**src/rtl/dmem_bridge.sv**
```systemverilog
// Load/store bridge: sequences 1/2/4 big-endian byte beats to a byte-wide data
// memory, checks alignment and sign/zero-extends assembled load data.
module dmem_bridge #(
  parameter int ADDR_W = 32
) (
  input  logic              clk,
  input  logic              rst_n,
  input  logic              req,
  input  logic              we,
  input  logic [1:0]        size,
  input  logic              uns,
  input  logic [ADDR_W-1:0] addr,
  input  logic [31:0]       wdata,
  output logic              ready,
  output logic              done,
  output logic              err,
  output logic [31:0]       rdata,
  output logic [ADDR_W-1:0] mem_addr,
  output logic [7:0]        mem_wdata,
  output logic              mem_we,
  output logic              mem_re,
  input  logic [7:0]        mem_rdata
);

  localparam logic [1:0] S_IDLE   = 2'd0;
  localparam logic [1:0] S_ACCESS = 2'd1;
  localparam logic [1:0] S_RTAIL  = 2'd2;
  localparam logic [1:0] S_DONE   = 2'd3;

  logic [1:0]        state_q, state_d;
  logic [1:0]        beat_q, beat_d;
  logic [ADDR_W-1:0] addr_q, addr_d;
  logic              we_q, we_d;
  logic [1:0]        size_q, size_d;
  logic              uns_q, uns_d;
  logic [31:0]       wdata_q, wdata_d;
  logic              err_q, err_d;
  logic [31:0]       acc_q, acc_d;
  logic              rvld_q, rvld_d;
  logic [31:0]       rdata_q, rdata_d;

  logic [1:0]  last_beat;
  logic [1:0]  byte_idx;
  logic [31:0] wshift;
  logic        misal;
  logic        in_access;

  always_comb begin
    case (size_q)
      2'b00:   last_beat = 2'd0;
      2'b01:   last_beat = 2'd1;
      default: last_beat = 2'd3;
    endcase
  end

  // Most significant byte of the right-aligned store data goes out first.
  assign byte_idx = last_beat - beat_q;
  assign wshift   = wdata_q >> {byte_idx, 3'b000};
  assign misal    = (size == 2'b11) || (size == 2'b01 && addr[0]) ||
                    (size == 2'b10 && addr[1:0] != 2'b00);

  assign in_access = (state_q == S_ACCESS);
  assign ready     = (state_q == S_IDLE);
  assign done      = (state_q == S_DONE);
  assign err       = done & err_q;
  assign mem_we    = in_access & we_q;
  assign mem_re    = in_access & ~we_q;
  assign mem_addr  = in_access ? addr_q + {{(ADDR_W-2){1'b0}}, beat_q} : '0;
  assign mem_wdata = mem_we ? wshift[7:0] : 8'h00;
  assign rdata     = rdata_q;

  always_comb begin
    state_d = state_q;
    beat_d  = beat_q;
    addr_d  = addr_q;
    we_d    = we_q;
    size_d  = size_q;
    uns_d   = uns_q;
    wdata_d = wdata_q;
    err_d   = err_q;
    rdata_d = rdata_q;
    rvld_d  = mem_re;
    // Read data trails mem_re by one cycle, so shift in whenever last cycle read.
    acc_d   = rvld_q ? {acc_q[23:0], mem_rdata} : acc_q;
    case (state_q)
      S_IDLE: begin
        err_d = 1'b0;
        if (req) begin
          addr_d  = addr;
          we_d    = we;
          size_d  = size;
          uns_d   = uns;
          wdata_d = wdata;
          err_d   = misal;
          beat_d  = 2'd0;
          acc_d   = 32'h0;
          state_d = misal ? S_DONE : S_ACCESS;
        end
      end
      S_ACCESS: begin
        if (beat_q == last_beat) state_d = we_q ? S_DONE : S_RTAIL;
        else                     beat_d  = beat_q + 2'd1;
      end
      S_RTAIL: begin
        state_d = S_DONE;
        case (size_q)
          2'b00:   rdata_d = uns_q ? {24'h0, acc_d[7:0]}  : {{24{acc_d[7]}}, acc_d[7:0]};
          2'b01:   rdata_d = uns_q ? {16'h0, acc_d[15:0]} : {{16{acc_d[15]}}, acc_d[15:0]};
          default: rdata_d = acc_d;
        endcase
      end
      default: state_d = S_IDLE;
    endcase
  end

  always_ff @(posedge clk or negedge rst_n) begin
    if (!rst_n) begin
      state_q <= S_IDLE;
      beat_q  <= 2'd0;
      addr_q  <= '0;
      we_q    <= 1'b0;
      size_q  <= 2'b00;
      uns_q   <= 1'b0;
      wdata_q <= 32'h0;
      err_q   <= 1'b0;
      acc_q   <= 32'h0;
      rvld_q  <= 1'b0;
      rdata_q <= 32'h0;
    end else begin
      state_q <= state_d;
      beat_q  <= beat_d;
      addr_q  <= addr_d;
      we_q    <= we_d;
      size_q  <= size_d;
      uns_q   <= uns_d;
      wdata_q <= wdata_d;
      err_q   <= err_d;
      acc_q   <= acc_d;
      rvld_q  <= rvld_d;
      rdata_q <= rdata_d;
    end
  end

endmodule

```
**config.mk**
```make
export PLATFORM = sky130hd
export DESIGN_NAME = dmem_bridge
export DESIGN_NICKNAME = d
export VERILOG_FILES = /design/src/rtl/dmem_bridge.sv
export SDC_FILE = /design/constraint.sdc
export NUM_CORES = 1
export LEC_CHECK = 0
export ABC_AREA = 1
export CORE_MARGIN = 3
export CORE_UTILIZATION = 40
export DETAILED_ROUTE_END_ITERATION = 12
export GPL_TIMING_DRIVEN = 0
export HOLD_SLACK_MARGIN = 0.15
export PLACE_DENSITY = 0.67
export SETUP_SLACK_MARGIN = 0.1
export SLEW_MARGIN = 20
export SYNTH_ARGS = -nofsm -noshare
export SYNTH_HDL_FRONTEND = slang
export SYNTH_SLANG_ARGS = --single-unit
```
**constraint.sdc**
```tcl
create_clock -name clk -period 2.15 [get_ports clk]
set_input_delay 0.43 -clock clk [delete_from_list [all_inputs] [get_ports clk]]
set_output_delay 0.43 -clock clk [all_outputs]
set_load 0.02 [all_outputs]
```
After elaboration in Yosys (flattened, before gate mapping). Index checks and enable logic that the tools add are counted.

Register bits: 138. Output and inout bits: 77. Logic and storage cells: 59.

Add/subtract/negate cells: 3. Eq/ne operators: 11. Shifts and indexed selects: 1. Multiplexer cells: 18. Bitwise gates (word level): 4. Reduce and logical (&&, ||, !) cells: 11.

Operator list (count): 32-bit 2-to-1 mux (6); 32-bit case mux with 2 select lines (1); 32-bit by 2-bit adder with 32-bit output (1); 32-bit by 5-bit right shift with 8-bit output (1); 2-bit 2-to-1 mux (5); 2-bit == test (second input constant) (4); 8-bit 2-to-1 mux (1); 2-bit case mux with 2 select lines (2); 2-bit by 1-bit == test with 1-bit output (second input constant) (3); 2-bit case mux with 3 select lines (1); 2-bit logical NOT (2); 2-bit != test (second input constant) (2); 2-bit AND reduction (2); 2-bit nonzero test (2); 1-bit AND (3); 3-bit AND reduction (1); 2-bit by 1-bit adder with 2-bit output (second input constant) (1); 2-bit == test (1); 1-bit logical AND (2); 1-bit logical OR (2); 1-bit 2-to-1 mux (2); 2-bit by 1-bit != test with 1-bit output (second input constant) (1); 2-bit subtractor (1); 1-bit NOT (1).

Depth between registers and ports, before layout.
Depth in word-level cells: 7. Depth in mapped cells: 10. Mapped depth without buffers: 10.

Worst setup path after synthesis. Ideal clock, no wire load.

Kind: register to output. Start: register beat_q[0]. End: output port mem_addr[16]. Arrival: 1.793 ns. Required time: 1.720 ns. Slack: -0.073 ns. Stages on the path, launching flop included: 9. Path buffers: 0. Path through: dfrtp_1 -> ha_1 -> fa_1 -> nand2_2 -> nor2_4 -> nand2_1 -> nor2_1 -> xnor2_1 -> nor2_1.

Word-level cells in the longest chain between the ends: 2.

Ends and longest elaborated chain: from (decl) (RTL line 31) `logic [1:0] beat_q, beat_d;`; from (signal assigned) (RTL line 131) `beat_q <= beat_d;`; 32-bit by 2-bit adder with 32-bit output (RTL line 68) `assign mem_addr = in_access ? addr_q + {{(ADDR_W-2){1'b0}}, beat_q} : '0;`; 32-bit 2-to-1 mux (RTL line 68); to (decl) (RTL line 18) `output logic [ADDR_W-1:0] mem_addr,`.

Every way passes these cells.

Worst setup path in the final report.
Start: register addr_q[1]. End: output port mem_addr[17].

Word-level cells in the longest chain between the ends: 2.

Ends and longest elaborated chain: from (decl) (RTL line 32) `logic [ADDR_W-1:0] addr_q, addr_d;`; from (signal assigned) (RTL line 132) `addr_q <= addr_d;`; 32-bit by 2-bit adder with 32-bit output (RTL line 68); 32-bit 2-to-1 mux (RTL line 68).

Every way passes these cells.

==> metrics.csv <==
metric;value;unit
hp-start;wdata_q[22];
cts_tree;done;
grt_pass1_vias;6660;
syn_nets;1033;
wl_per_cell;15.0;um
clock_sinks;138;
leakage;4.85;nW
nets;1246;
die_area;0.0191;mm^2
drv_cap;0;
critical_path.slowest_cell;dfrtp_1;
cp_common_cell;nor2_1;
drive_gt1_share;23.4;%
num_antenna_cells;0;
ant_nets;0;
p_int;0.00919;W
r2r-end;rdata[24];
final_common_cell;nand2_1;
overflow;0;
violations;negative setup slack;
initial_core_util;41.5;%
ioPinCount;156;
p_per_area;1550;mW/mm^2
crit_buf_inv;1;
synth_seq_cells;138;
num_vias;6766;
netSwitchingPower;0.00682;W
hpwl;14500;um
seqCellArea;0.00346;mm^2
worst_ep_required_time;1720;ps
final_cell_mix;nand2_1, nor2_1, dfrtp_1;
cp.arrival;2230;ps
avgViaCountPerCell;4.86;
reg2reg_from;state_q[0];
start_kind;flip-flop;
layout_min_cycle_time;2660;ps
tns;-14580;ps
cts_buffers;17;
dieWidth;138;um
core_area;0.0168;mm^2
htree_num_levels;4;
hold_viol;0;
grt_max_degree;92;
drt_first_iter_violations;416;
design_area;0.0104;mm^2
pwr-share-comb;52.5;%
clock_latency;430;ps
path_class;flip-flop to primary output;
portBuffers;155;
ys_warn_count;0;
status;finished with violations;
dpl_worst_slack;-661;ps
path_delay_family;simple AND/OR/NAND/NOR gates;
max_freq;375;MHz
multi_input_area;0.00357;mm^2
whs_endpoint;wdata_q[22];
netlist_area;0.00698;mm^2
crit_fanout;5;
relSlewSlack;67.8;%
synthDistinctLibCells;28;
syn_to_final_growth;48.2;%
cp-end-kind;primary output;
final-setup-viol-count;39;
drt_wl_total;20800;um
clk_pin_slew;60;ps
grt_first_pass_wirelength;33700;um
grt_use_total;21.6;%
placed_area;0.00890;mm^2
avgSynthCellArea;7.38;um^2
tightestPinTransition;483;ps
fillers;1520;
fp.dieH;138;um
final_util;61.6;%
root_buffer;clkbuf_16;
power.share.clock;18.0;%
worstRegToRegCells;7;
antenna_found_initial;0;
fin_ws;-514;ps
period_share;124;%
syn_inst;946;
hold_path.class;flip-flop to flip-flop;
finalMaxSlewViolations;0;
drtPass1Iterations;6;
power.share.switching;42.6;%
ir_drop;0.761;mV
rsz0062_at_grt;yes;
drc;0;
rows;47;
p_seq_share;29.5;%
gp_congestion;0.898;
path_cells;ha_4, nand3_1, nand2_4, nand3b_1, nor2_2, nor2_1, nor2_1, buf_4;
critPathMaxStageDelay;430;ps
regToRegSetupSlack;240;ps
final.setup_skew;6.42;ps
yosysSeqAreaShare;49.4;%
hold_depth;2;
clk_path_buf_depth;2;
-- worst max-delay path by stage --
stage / from / end / slack, ps / depth (start not counted)
floorplan: beat_q[0] / mem_addr[16] / 70 / 8
global placement: rst_n / wdata_q[12] / -5010 / 1
detailed placement: state_q[1] / mem_re / -660 / 6
CTS: beat_q[0] / mem_addr[20] / -470 / 10
global route: beat_q[0] / mem_addr[30] / -610 / 11
finish: addr_q[1] / mem_addr[17] / -510 / 8
-- cell type report --
cell class / count / area share, %
multi-input cells: 698 / 34.4
inverters: 71 / 2.80
clock buffers: 18 / 4.15
flip-flops and latches: 138 / 33.4
plain buffers: 39 / 2.72
repair buffers: 194 / 18.4
clock inverters: 14 / 1.44
well taps: 220 / 2.66
-- state kept, by name, indices dropped and copies added, names as in the netlist --
signal and cells:
acc_q 32, addr_q 32, rdata 32, wdata_q 32
beat_q 2, size_q 2, state_q 2, err_q 1
rvld_q 1, uns_q 1, we_q 1
-- metrics by stage --
step / hold slack [ps] / power [W] / std cells
floorplan: 134 / 0.00885 / 946
CTS: 481 / 0.0153 / 1375
global route: 504 / 0.0172 / 1392
finish: 478 / 0.0160 / 1392
detailed placement: 358 / 0.0114 / 1322
global placement: 462 / 0.0113 / 1321
-- cells by family after synthesis --
| group | synth area share, % |
|---|---|
| AOI/OAI and AO/OA | 9.62 |
| xor gates and xnor gates | 0.752 |
| adders and majority gates | 1.54 |
| buffers and inverters | 6.72 |
| DFF | 49.4 |
| muxes | 1.15 |
| and+or+nand+nor | 30.8 |
-- cells in the mapped netlist --
library cell	instances	share of area (%)
a21oi_1	42	3.0
and2_4	1	0.13
buf_2	18	1.3
buf_4	1	0.11
buf_6	4	0.64
clkbuf_1	16	0.86
clkinv_1	2	0.11
dfrtp_1	138	49
fa_1	1	0.29
ha_1	7	1.3
inv_1	66	3.5
inv_2	3	0.16
mux2i_1	8	1.1
nand2_1	329	18
nand2_2	5	0.45
nand3_1	18	1.3
nand3b_1	2	0.21
nor2_1	176	9.5
nor2_2	4	0.36
nor2_4	3	0.48
o21ai_0	81	5.8
o21ai_1	3	0.21
o21ai_2	2	0.25
o21ai_4	1	0.23
o31ai_1	1	0.11
or2_2	8	0.72
xnor2_1	2	0.25
xor2_1	4	0.50
-- worst min-delay path, stage by stage, from the launching register on --
cell     delay (ps)
dfrtp_1         340
nand2_1          50
nand2_1          60
-- power by group through the flow --
stage                     clock, W  combinational, W  sequential [W]
after detailed placement         0           0.00675         0.00465
final                      0.00288           0.00840         0.00472
after floorplan                  0           0.00406         0.00479
after global routing       0.00304           0.00925         0.00486
after CTS                  0.00291           0.00770         0.00466
after global placement           0           0.00663         0.00464
-- metal layers --
| metal | part of all wire, % | up-vias | GRT usage, % | routed length [um] |
|---|---|---|---|---|
| met1 | 44 | 3154 | 28.8 | 9160 |
| met4 | 2.2 | 0 | 7.02 | 465 |
| met2 | 48 | 199 | 34.9 | 9980 |
| met3 | 5.8 | 35 | 5.32 | 1210 |
| li1 | - | 3378 | - | - |
| met5 | 0 | - | 0 | 0 |
-- timing repair --
item	CTS	global route
setup endpoints to repair	45	77
setup buffers	19	15
resized for setup	317	83
cloned	1	2
pin swaps	25	23
hold buffers	1	0
endpoints found under the hold margin	47	0
Power figures use the tool's default switching activity.
